<file path="src/rtl/game_pkg.sv">
// Shared game definitions: enemy kinds, point values, run/over states and
// record widths used by the game logic and the display path.
package game_pkg;

  localparam int unsigned ENEMY_COUNT   = 8;
  localparam int unsigned KIND_W        = 2;
  localparam int unsigned ENEMY_STATE_W = 19;
  localparam int unsigned SHIP_STATE_W  = 28;
  localparam int unsigned POINTS_W      = 4;

  typedef enum logic [KIND_W-1:0] {
    KIND_GRUNT   = 2'd0,
    KIND_SOLDIER = 2'd1,
    KIND_ELITE   = 2'd2,
    KIND_BOSS    = 2'd3
  } enemy_kind_e;

  typedef enum logic {
    ST_RUN  = 1'b0,
    ST_OVER = 1'b1
  } game_state_e;

  // Points awarded for destroying one enemy of the given kind.
  function automatic logic [POINTS_W-1:0] kind_points(input enemy_kind_e kind);
    logic [POINTS_W-1:0] pts;
    case (kind)
      KIND_GRUNT:   pts = POINTS_W'(1);
      KIND_SOLDIER: pts = POINTS_W'(2);
      KIND_ELITE:   pts = POINTS_W'(4);
      default:      pts = POINTS_W'(8);
    endcase
    return pts;
  endfunction

endpackage

</file>
<file path="src/rtl/pulse_stretch.sv">
// Stretches a one-cycle trigger into a level that lasts HOLD frame ticks.
// A trigger reloads the countdown; clear wins over everything.
module pulse_stretch #(
  parameter int unsigned HOLD = 30
) (
  input  logic clk,
  input  logic reset,
  input  logic clear,
  input  logic trig,
  input  logic tick,
  output logic out
);

  localparam int unsigned CNT_W = $clog2(HOLD + 1);
  localparam logic [CNT_W-1:0] HOLD_VAL = CNT_W'(HOLD);

  logic [CNT_W-1:0] cnt_q;
  logic [CNT_W-1:0] cnt_d;

  always_comb begin
    cnt_d = cnt_q;
    if (clear) begin
      cnt_d = '0;
    end else if (trig) begin
      cnt_d = HOLD_VAL;
    end else if (tick && (cnt_q != '0)) begin
      cnt_d = cnt_q - CNT_W'(1);
    end
  end

  // Output is registered from the next count so it tracks the counter exactly.
  always_ff @(posedge clk or posedge reset) begin
    if (reset) begin
      cnt_q <= '0;
      out   <= 1'b0;
    end else begin
      cnt_q <= cnt_d;
      out   <= (cnt_d != '0);
    end
  end

endmodule

</file>
<file path="src/rtl/game_stats.sv">
// Scoring and status stage: saturating score, best score, alive-enemy count,
// stretched collision indicator and run/over phase for the display driver.
module game_stats
  import game_pkg::*;
#(
  parameter int unsigned HOLD_FRAMES = 30,
  parameter int unsigned SCORE_W     = 10
) (
  input  logic                          clk,
  input  logic                          reset,
  input  logic                          tick,
  input  logic                          restart,
  input  logic                          game_over,
  input  logic [ENEMY_COUNT-1:0]        enemy_alive,
  input  logic [ENEMY_COUNT-1:0]        kill_mask,
  input  logic [KIND_W*ENEMY_COUNT-1:0] kill_kind,
  input  logic                          hit,
  output logic [SCORE_W-1:0]            score,
  output logic [SCORE_W-1:0]            best,
  output logic [3:0]                    enemy_count,
  output logic                          collision,
  output logic                          over
);

  localparam int unsigned DELTA_W = 7;
  localparam int unsigned COUNT_W = 4;
  localparam logic [SCORE_W-1:0] SCORE_MAX = '1;

  game_state_e          state_q;
  game_state_e          state_d;
  logic [SCORE_W-1:0]   score_d;
  logic [SCORE_W-1:0]   best_d;
  logic [SCORE_W-1:0]   score_next;
  logic [SCORE_W:0]     score_sum;
  logic [DELTA_W-1:0]   delta;
  logic [COUNT_W-1:0]   count_d;
  logic                 over_d;
  logic                 hit_run;

  // Points from every slot killed this cycle.
  always_comb begin
    delta = '0;
    for (int i = 0; i < ENEMY_COUNT; i++) begin
      if (kill_mask[i]) begin
        delta = delta + DELTA_W'(kind_points(enemy_kind_e'(kill_kind[KIND_W*i +: KIND_W])));
      end
    end
  end

  // Sum carries one extra bit so overflow is detectable before clamping.
  assign score_sum  = {1'b0, score} + (SCORE_W+1)'(delta);
  assign score_next = score_sum[SCORE_W] ? SCORE_MAX : score_sum[SCORE_W-1:0];

  always_comb begin
    count_d = '0;
    for (int i = 0; i < ENEMY_COUNT; i++) begin
      if (enemy_alive[i]) begin
        count_d = count_d + COUNT_W'(1);
      end
    end
  end

  always_ff @(posedge clk or posedge reset) begin
    if (reset) begin
      state_q <= ST_RUN;
    end else begin
      state_q <= state_d;
    end
  end

  // Restart is applied last: it clears the score after any best update and
  // only pulls OVER back to RUN.
  always_comb begin
    state_d = state_q;
    score_d = score;
    best_d  = best;
    if (state_q == ST_RUN) begin
      score_d = score_next;
      if (game_over) begin
        state_d = ST_OVER;
        if (score_next > best) begin
          best_d = score_next;
        end
      end
    end
    if (restart) begin
      score_d = '0;
      if (state_q == ST_OVER) begin
        state_d = ST_RUN;
      end
    end
    over_d = (state_d == ST_OVER);
  end

  always_ff @(posedge clk or posedge reset) begin
    if (reset) begin
      score       <= '0;
      best        <= '0;
      enemy_count <= '0;
      over        <= 1'b0;
    end else begin
      score       <= score_d;
      best        <= best_d;
      enemy_count <= count_d;
      over        <= over_d;
    end
  end

  assign hit_run = hit && (state_q == ST_RUN);

  pulse_stretch #(
    .HOLD (HOLD_FRAMES)
  ) u_collision (
    .clk   (clk),
    .reset (reset),
    .clear (restart),
    .trig  (hit_run),
    .tick  (tick),
    .out   (collision)
  );

endmodule

</file>
<file path="config.mk">
export PLATFORM = sky130hd
export DESIGN_NAME = game_stats
export DESIGN_NICKNAME = d
export VERILOG_FILES = /design/src/rtl/game_pkg.sv /design/src/rtl/pulse_stretch.sv /design/src/rtl/game_stats.sv
export SDC_FILE = /design/constraint.sdc
export NUM_CORES = 1
export LEC_CHECK = 0
export ABC_AREA = 0
export CAP_MARGIN = 20
export CORE_ASPECT_RATIO = 2
export CORE_MARGIN = 2
export CORE_UTILIZATION = 35
export DETAILED_ROUTE_END_ITERATION = 6
export PLACE_DENSITY_LB_ADDON = 0.25
export SKIP_CTS_REPAIR_TIMING = 1
export SYNTH_ARGS = -nofsm -noshare
export SYNTH_HDL_FRONTEND = slang
export SYNTH_SLANG_ARGS = --single-unit
</file>
<file path="constraint.sdc">
create_clock -name clk -period 10 [get_ports clk]
set_input_delay 3 -clock clk [delete_from_list [all_inputs] [get_ports clk]]
set_output_delay 3 -clock clk [all_outputs]
set_load 0.005 [all_outputs]
</file>
==> results of run 1 <==
final timing paths:
path,startpoint,endpoint,slack (ns),depth (start not counted)
worst min register to register,best[9]$_DFFE_PP0P_,best[9]$_DFFE_PP0P_,0.54,1
worst max register to register,score[0]$_DFFE_PP0P_,best[7]$_DFFE_PP0P_,5.70,19
worst max-delay path,kill_mask[0],best[7]$_DFFE_PP0P_,-2.23,39
worst min-delay path,best[9]$_DFFE_PP0P_,best[9]$_DFFE_PP0P_,0.54,1
max in group asynchronous,reset,score[2]$_DFFE_PP0P_,6.62,3
min in group asynchronous,reset,u_collision.cnt_q[2]$_DFF_PP0_,3.09,3
worst register-to-register path, delay by kind of cell, from the launching register on:
| family | cells | cell delay, ns |
|---|---|---|
| AO/OA/AOI/OAI | 11 | 1.97 |
| multiplexers | 1 | 0.31 |
| AND/OR/NAND/NOR | 3 | 0.44 |
| buffers and inverters | 1 | 0.22 |
| flip-flops | 1 | 0.41 |
| adder cells (fa/ha/maj) | 3 | 0.84 |
per-layer routing:
layer  vias to the layer above  routed length [um]
li1                       2002                   -
met5                         -                   0
met4                         0                 407
met1                      1884                3560
met2                        64                6600
met3                        25                 199
final cells by class:
class | instances | area share, %
clock inverters | 2 | 0.560
inverters | 25 | 1.50
multi-input cells | 394 | 56.5
well taps | 142 | 2.84
repair buffers | 179 | 24.0
clock buffers | 6 | 2.22
flip-flops and latches | 31 | 12.4
through the flow:
stage	cell area [um2]	setup TNS (ns)	power, mW
2_1_floorplan	4220	-25.33	0.698
3_3_place_gp	5710	-41.63	1.04
3_5_place_dp	5710	-46.71	1.07
4_1_cts	5880	-40.98	1.26
5_1_grt	6260	-34.67	1.46
6_report	6260	-27.46	1.35
cell families after synthesis:
kind of cell / synth area share (%)
and+or+nand+nor: 17.4
buffers and inverters: 3.68
AOI/OAI and AO/OA: 16.2
DFF: 19.2
muxes: 13.2
adders and majority gates: 21.0
xor gates and xnor gates: 9.32
registers in the layout, summed over array words and instances (netlist names):
signal and cells:
best 10, score 10, u_collision.cnt_q 5, enemy_count 4, over 1, u_collision.out 1
cell usage in the layout, fill, tap and decap left out, types with 7 or more instances in the layout:
| cell type | instances |
|---|---|
| a21o_1 | 11 |
| a21oi_1 | 16 |
| a21oi_2 | 8 |
| and2_1 | 7 |
| buf_4 | 114 |
| clkdlybuf4s50_1 | 58 |
| dfrtp_1 | 31 |
| fa_2 | 7 |
| ha_1 | 41 |
| ha_4 | 11 |
| inv_1 | 25 |
| mux2_2 | 13 |
| mux2_4 | 21 |
| mux2i_1 | 13 |
| nand2_1 | 26 |
| nand3_1 | 9 |
| nor2_1 | 39 |
| nor2b_1 | 20 |
| nor3_1 | 9 |
| o21ai_0 | 13 |
| xnor2_1 | 20 |
| xor2_1 | 21 |
power by group:
group	internal, mW	total, mW	switching (mW)
Combinational	0.566	0.968	0.402
Sequential	0.163	0.196	0.0337
Clock	0.124	0.183	0.0592
Total	0.852	1.35	0.495
==> impl_metrics.py, run 1 <==
metrics = {
    "status": {
        "outcome": "complete, but fails checks",
        "violations": "negative setup slack",
    },
    "power": {
        "power_density_nw_per_um2": 215,
        "irDropWorstVdd_mv": 0.203,
        "leakagePower_nw": 2.94,
    },
    "place": {
        "io_buffers": 63,
        "place_hpwl_mm": 8.78,
        "place_ws_ns": -3.26,
        "place.gp.congestion": 0.825,
        "dp_cells": 753,
    },
    "worst_setup_path": {
        "crit_top_cell": "fa_2",
        "crit_family": "adder cells",
        "worst_ep_arrival_time_ns": 12.40,
        "worstPathMaxFanout": 5,
        "crit_type": "input port to register",
        "required_ns": 10.17,
        "max_stage_delay_ns": 0.57,
        "cp_num_buf_inv": 2,
        "critPathLaunchType": "input port",
        "crit_slowest_cell": "fa_2",
        "crit_path_end_kind": "register",
    },
    "timing": {
        "slew_headroom_pct": 43.5,
        "grt_setup_unrepaired": "true",
        "final.period_utilization_pct": 122,
        "fin_ws_ns": -2.23,
        "fmax_ghz": 0.0818,
        "period_needed_ns": 12.23,
        "setup_violations": 20,
        "slew_viol_final": 0,
        "timing.hold.ws_ns": 0.535,
        "skew_ns": 0.00363,
        "hold_viol_final": 0,
        "worst_pin_slew_ns": 0.848,
    },
    "global_routing": {
        "grtUsageMet1_pct": 14.4,
        "grt_pass1_wl_mm": 17.3,
        "grt_pass1_vias": 4087,
        "grt_max_degree": 32,
        "use_met2_pct": 37.0,
        "grt.overflow.total": 0,
        "grtUsageMet3_pct": 0.868,
        "antenna_found_initial": 0,
        "grt_usage_pct": 17.0,
        "grt_busiest_layer": "met2",
    },
    "yosys": {
        "synthArstFlopShare_pct": 100,
        "yosysWarningCount": 0,
        "syn_area_per_cell_um2": 8.79,
        "synth.top_cells.by_area": "dfrtp_1 (19%), ha_1 (17%), mux2_2 (7.8%)",
        "synth_ff_type": "dfrtp_1",
        "ys_ff_latch": 31,
        "syn-num-nets": 561,
        "synth_cell_types": 53,
        "yosys.area.top_type_share_pct": 19.2,
        "yosysTopAreaCell": "dfrtp_1",
        "synthesis.area_um2": 4040,
        "synth_most_common_cell": "ha_1",
        "ys_top_cells_by_count": "ha_1 (55), nor2_1 (41), dfrtp_1 (31)",
        "ys_seq_area_share_pct": 19.2,
        "syn_inst": 460,
        "synth-edff-count": 0,
    },
    "floorplanning": {
        "io_pins": 64,
        "placeableCoreArea_um2": 11300,
        "rows": 55,
        "dieArea_um2": 12500,
        "initial_core_util_pct": 35.8,
        "die_w_um": 80.0,
        "die_h_um": 156,
    },
    "final_layout": {
        "multi_input_area_um2": 3540,
        "syn_to_final_growth_pct": 54.9,
        "drive_gt1_share_pct": 35.2,
        "diodes": 0,
        "fin_cells": 779,
        "nNetsFinal": 737,
        "fill_cells": 999,
        "register_area_um2": 776,
        "final_util_pct": 55.5,
    },
    "drt": {
        "vias_per_cell": 5.10,
        "wl_per_cell_um": 13.8,
        "drt_wl_total_mm": 10.8,
        "vias": 3975,
        "ant_nets": 0,
        "drtIter0Drc": 68,
        "drc_errors": 0,
        "firstDrtPassIters": 4,
    },
    "clocking": {
        "tritoncts": "done",
        "cts_num_sinks": 31,
        "ctsHtreeMaxLevel": 2,
        "clock_path_buffers": 2,
        "clock_insertion_delay_worst_skew_ns": 0.28,
        "numCtsBuffers": 5,
        "path_clk_slew_ns": 0.05,
        "cts_root_buffer": "clkbuf_16",
    },
    "min_path": {
        "min_path_type": "register to register",
    },
    "run": {
        "cap_violations": 0,
    },
}
(Power assumes the default switching activity.)
==> run 2: changes to the inputs <==
Settings changed: ABC_AREA 0 to default, SYNTH_HIERARCHICAL from default to 1.
==> impl_metrics.py, run 2 <==
metrics = {
    "yosys": {
        "syn_area_per_cell_um2": 8.61,
        "ys_top_cells_by_count": "ha_1 (55), a21oi_1 (40), inv_1 (35)",
        "synthArstFlopShare_pct": 100,
        "synth-edff-count": 0,
        "synth_ff_type": "dfrtp_1",
        "synthesis.area_um2": 4270,
        "syn-num-nets": 597,
        "syn_inst": 496,
        "synth.top_cells.by_area": "dfrtp_1 (18%), ha_1 (16%), mux2_2 (6.3%)",
        "yosysTopAreaCell": "dfrtp_1",
        "yosysWarningCount": 6,
        "synth_most_common_cell": "ha_1",
        "yosys.area.top_type_share_pct": 18.2,
        "synth_cell_types": 68,
        "ys_seq_area_share_pct": 18.2,
        "ys_ff_latch": 31,
    },
    "clocking": {
        "path_clk_slew_ns": 0.05,
        "cts_num_sinks": 31,
        "tritoncts": "done",
        "cts_root_buffer": "clkbuf_16",
        "numCtsBuffers": 5,
        "clock_insertion_delay_worst_skew_ns": 0.28,
        "clock_path_buffers": 2,
        "ctsHtreeMaxLevel": 2,
    },
    "timing": {
        "hold_viol_final": 0,
        "fin_ws_ns": -2.08,
        "fmax_ghz": 0.0828,
        "worst_pin_slew_ns": 0.749,
        "fin_tns_setup_ns": -24.92,
        "final.period_utilization_pct": 121,
        "skew_ns": 0.00279,
        "setup_violations": 20,
        "grt_setup_unrepaired": "true",
        "timing.hold.ws_ns": 0.535,
        "slew_headroom_pct": 49.9,
        "period_needed_ns": 12.08,
        "slew_viol_final": 0,
    },
    "final_layout": {
        "layout_commonest_cell": "buf_4",
        "fin_area_um2": 6430,
        "nNetsFinal": 755,
        "largestRegisters": "best: 10 flops, score: 10 flops, u_collision/cnt_q: 5 flops",
        "drive_gt1_share_pct": 34.0,
        "final_util_pct": 53.4,
        "fin_cells": 802,
        "layout_common_cells": "buf_4 (98), clkdlybuf4s50_1 (58), ha_1 (45), inv_1 (34), nand2_1 (33)",
        "diodes": 0,
        "syn_to_final_growth_pct": 50.7,
    },
    "worst_setup_path": {
        "worst_ep_arrival_time_ns": 12.24,
        "critPathLaunchType": "input port",
        "startpoint": "kill_kind[0]",
        "required_ns": 10.16,
        "worstPathMaxFanout": 7,
        "crit_type": "input port to register",
        "crit_path_end_kind": "register",
        "crit_top_cell": "fa_2",
        "max_stage_delay_ns": 0.45,
        "rr_startpoint": "score[0]$_DFFE_PP0P_",
        "crit_slowest_cell": "fa_2",
    },
    "global_routing": {
        "grt_max_degree": 26,
        "grt_pass1_wl_mm": 18.7,
        "grt_usage_pct": 17.6,
        "grt_pass1_vias": 4353,
        "antenna_found_initial": 0,
        "grt.overflow.total": 0,
    },
    "power": {
        "switching_share_pct": 39.1,
        "leakagePower_nw": 2.93,
        "p_int_uw": 823,
        "power.share.sequential_pct": 14.6,
        "pwr-share-comb_pct": 73.6,
        "power_density_nw_per_um2": 210,
        "p_switching_uw": 528,
        "irDropWorstVdd_mv": 0.139,
        "clkPwrFrac_pct": 11.7,
    },
    "drt": {
        "drc_errors": 0,
        "vias": 4186,
        "wl_per_cell_um": 14.4,
        "drt_wl_total_mm": 11.6,
        "vias_per_cell": 5.22,
        "drtIter0Drc": 84,
        "ant_nets": 0,
        "firstDrtPassIters": 4,
    },
    "place": {
        "io_buffers": 63,
        "place_hpwl_mm": 9.25,
        "place.gp.congestion": 0.821,
        "dp_cells": 784,
        "placed_area_um2": 5890,
    },
    "floorplanning": {
        "rows": 57,
        "io_pins": 64,
        "die_h_um": 160,
        "dieArea_um2": 13200,
        "die_w_um": 82.1,
        "placeableCoreArea_um2": 12100,
        "initial_core_util_pct": 35.4,
    },
    "min_path": {
        "min_from": "best[1]$_DFFE_PP0P_",
        "min_path_type": "register to register",
    },
    "run": {
        "cap_violations": 0,
    },
    "status": {
        "outcome": "complete, but fails checks",
        "violations": "negative setup slack",
    },
}
-- run 2: critical path: cells and delay by family --
family,cells,cell delay (ns)
AOI/OAI and AO/OA,14,1.92
xor gates and xnor gates,1,0.19
adders and majority gates,10,3.62
buffers and inverters,4,0.47
muxes,6,1.68
and+or+nand+nor,8,1.36
-- run 2: final cells by class --
cell class	instances	area, um2
Timing Repair Buffer	162	1400
Tap cell	147	184
Multi-Input combinational cell	418	3780
Fill cell	1120	5620
Inverter	36	135
Clock buffer	8	156
Sequential cell	31	776
-- run 2: routing by layer --
layer,wire (um),vias to the layer above,global-route usage [%]
li1,-,2077,-
met1,4000,2049,16.6
met2,7190,50,36.7
met3,289,10,3.05
met4,113,0,3.11
met5,0,-,0
-- run 2: kinds of logic after synthesis --
| logic type | share of synthesized area (%) |
|---|---|
| buffers and inverters | 4.48 |
| muxes | 10.7 |
| adders and majority gates | 19.9 |
| AOI/OAI and AO/OA | 18.0 |
| xor gates and xnor gates | 8.38 |
| DFF | 18.2 |
| and+or+nand+nor | 20.4 |
-- run 2: power by group through the flow --
stage	Clock, mW	Combinational, mW	Sequential, mW
2_1_floorplan	0	0.530	0.193
3_3_place_gp	0	0.841	0.200
3_5_place_dp	0	0.871	0.200
4_1_cts	0.162	0.880	0.198
5_1_grt	0.168	1.10	0.203
6_report	0.159	0.995	0.198
-- run 2: stage by stage --
| step | total power, mW | worst slack [ns] |
|---|---|---|
| after detailed placement | 1.07 | -2.95 |
| after CTS | 1.24 | -2.75 |
| after global placement | 1.04 | -2.74 |
| after floorplan | 0.723 | -1.97 |
| final | 1.35 | -2.08 |
| after global routing | 1.47 | -2.49 |
-- run 2: final timing paths --
kind | to | cells past startpoint | slack, ns
max | best[5]$_DFFE_PP0P_ | 43 | -2.08
min | best[1]$_DFFE_PP0P_ | 1 | 0.54
max reg2reg | best[5]$_DFFE_PP0P_ | 20 | 5.80
min reg2reg | best[1]$_DFFE_PP0P_ | 1 | 0.54
max in group asynchronous | enemy_count[0]$_DFF_PP0_ | 3 | 6.40
min in group asynchronous | u_collision/cnt_q[2]$_DFF_PP0_ | 2 | 2.97
==> run 3: changes to the inputs <==
Settings changed: CORE_UTILIZATION 35 to 56.
Clock period 10 ns to 11.92 ns, I/O delays scaled along.
==> impl_metrics.py, run 3 (synthesized netlist as in run 2, its figures left out) <==
metrics = {
    "power": {
        "p_int_uw": 678,
        "power.share.sequential_pct": 14.8,
        "power_density_nw_per_um2": 180,
        "leakagePower_nw": 2.87,
        "clkPwrFrac_pct": 11.0,
        "irDropWorstVdd_mv": 0.169,
        "pwr-share-comb_pct": 74.2,
        "p_switching_uw": 438,
        "switching_share_pct": 39.3,
    },
    "drt": {
        "wl_per_cell_um": 15.5,
        "vias_per_cell": 5.73,
        "drtIter0Drc": 138,
        "drc_errors": 0,
        "firstDrtPassIters": 4,
        "drt_wl_total_mm": 11.4,
        "vias": 4240,
        "ant_nets": 0,
    },
    "timing": {
        "period_needed_ns": 12.69,
        "skew_ns": 0.00309,
        "hold_viol_final": 0,
        "fin_ws_ns": -0.774,
        "final.period_utilization_pct": 106,
        "slew_viol_final": 0,
        "slew_headroom_pct": 52.7,
        "grt_setup_unrepaired": "true",
        "fin_tns_setup_ns": -7.51,
        "worst_pin_slew_ns": 0.708,
        "setup_violations": 10,
        "timing.hold.ws_ns": 0.539,
        "fmax_ghz": 0.0788,
    },
    "floorplanning": {
        "die_h_um": 127,
        "placeableCoreArea_um2": 7490,
        "rows": 45,
        "io_pins": 64,
        "die_w_um": 65.7,
        "dieArea_um2": 8380,
        "initial_core_util_pct": 57.0,
    },
    "global_routing": {
        "grt_max_degree": 26,
        "grt_pass1_vias": 4226,
        "grt.overflow.total": 0,
        "grt_pass1_wl_mm": 18.2,
        "antenna_found_initial": 0,
        "grt_usage_pct": 26.5,
    },
    "clocking": {
        "path_clk_slew_ns": 0.05,
        "clock_path_buffers": 2,
        "cts_num_sinks": 31,
        "ctsHtreeMaxLevel": 2,
        "tritoncts": "done",
        "numCtsBuffers": 5,
        "cts_root_buffer": "clkbuf_16",
        "clock_insertion_delay_worst_skew_ns": 0.27,
    },
    "final_layout": {
        "diodes": 0,
        "syn_to_final_growth_pct": 44.9,
        "nNetsFinal": 747,
        "drive_gt1_share_pct": 30.5,
        "largestRegisters": "best: 10 flops, score: 10 flops, u_collision/cnt_q: 5 flops",
        "final_util_pct": 82.7,
        "layout_commonest_cell": "buf_4",
        "layout_common_cells": "buf_4 (91), clkdlybuf4s50_1 (58), ha_1 (45), nand2_1 (33), a21oi_1 (33)",
        "fill_cells": 446,
        "multi_input_area_um2": 3670,
        "register_area_um2": 776,
    },
    "place": {
        "place_hpwl_mm": 8.48,
        "io_buffers": 63,
        "place_ws_ns": -1.75,
        "place.gp.congestion": 0.859,
    },
    "worst_setup_path": {
        "rr_startpoint": "score[0]$_DFFE_PP0P_",
        "crit_path_end_kind": "register",
        "reg2reg_setup_slack_ns": 7.65,
        "cp_num_buf_inv": 4,
        "worstPathMaxFanout": 6,
        "r2r-end": "best[2]$_DFFE_PP0P_",
        "cp_num_cells": 48,
        "critPathLaunchType": "input port",
        "crit_family": "adder cells",
        "crit_type": "input port to register",
        "worst_ep_arrival_time_ns": 12.85,
        "max_stage_delay_ns": 0.56,
        "reg2regPathDepth": 20,
        "crit_slowest_cell": "fa_2",
        "required_ns": 12.07,
    },
    "status": {
        "violations": "negative setup slack",
        "outcome": "complete, but fails checks",
    },
    "run": {
        "cap_violations": 0,
    },
    "min_path": {
        "min_to": "best[7]$_DFFE_PP0P_",
        "min_from": "best[7]$_DFFE_PP0P_",
        "holdPathStages": 1,
        "min_path_type": "register to register",
    },
}
-- run 3: cell types whose count changed in the layout (fill, tap and decap cells not counted), sizes merged --
cell / previous run / this run
clkinv: 0 / 1
buf: 102 / 94
clkbuf: 9 / 6
dlymetal6s2s: 1 / 2
-- run 3: stage by stage --
stage | std cells | instance area [um2] | total power, mW
2_1_floorplan | 496 | 4470 | 0.606
3_3_place_gp | 720 | 5740 | 0.858
3_5_place_dp | 720 | 5740 | 0.887
4_1_cts | 727 | 5880 | 1.03
5_1_grt | 740 | 6190 | 1.20
6_report | 740 | 6190 | 1.12
-- run 3: worst max-delay path by stage --
stage	slack, ns	from	to
final	-0.77	kill_mask[0]	best[2]$_DFFE_PP0P_
after global routing	-1.24	kill_kind[0]	best[6]$_DFFE_PP0P_
after CTS	-1.50	kill_kind[1]	best[8]$_DFFE_PP0P_
after detailed placement	-1.75	kill_kind[1]	best[8]$_DFFE_PP0P_
after global placement	-1.36	kill_kind[0]	best[6]$_DFFE_PP0P_
after floorplan	-0.62	kill_mask[0]	best[1]$_DFFE_PP0P_
-- run 3: power groups by stage --
stage	sequential (mW)	clock (mW)	combinational [mW]
after CTS	0.165	0.123	0.738
after global placement	0.164	0	0.694
after floorplan	0.162	0	0.444
final	0.166	0.122	0.828
after detailed placement	0.165	0	0.721
after global routing	0.169	0.129	0.905
-- run 3: layout make-up --
cell class / count / share of cell area, %
multi-input cells: 418 / 59.4
clock buffers: 6 / 2.24
inverters: 36 / 2.18
flip-flops and latches: 31 / 12.5
clock inverters: 1 / 0.0809
well taps: 94 / 1.90
repair buffers: 154 / 21.7
-- run 3: metal layers --
layer | global-route usage, % | routed length, um | up-vias
li1 | - | - | 2081
met1 | 31.9 | 4650 | 2015
met2 | 49.4 | 6080 | 111
met3 | 2.82 | 411 | 33
met4 | 5.51 | 305 | 0
met5 | 0 | 0 | -
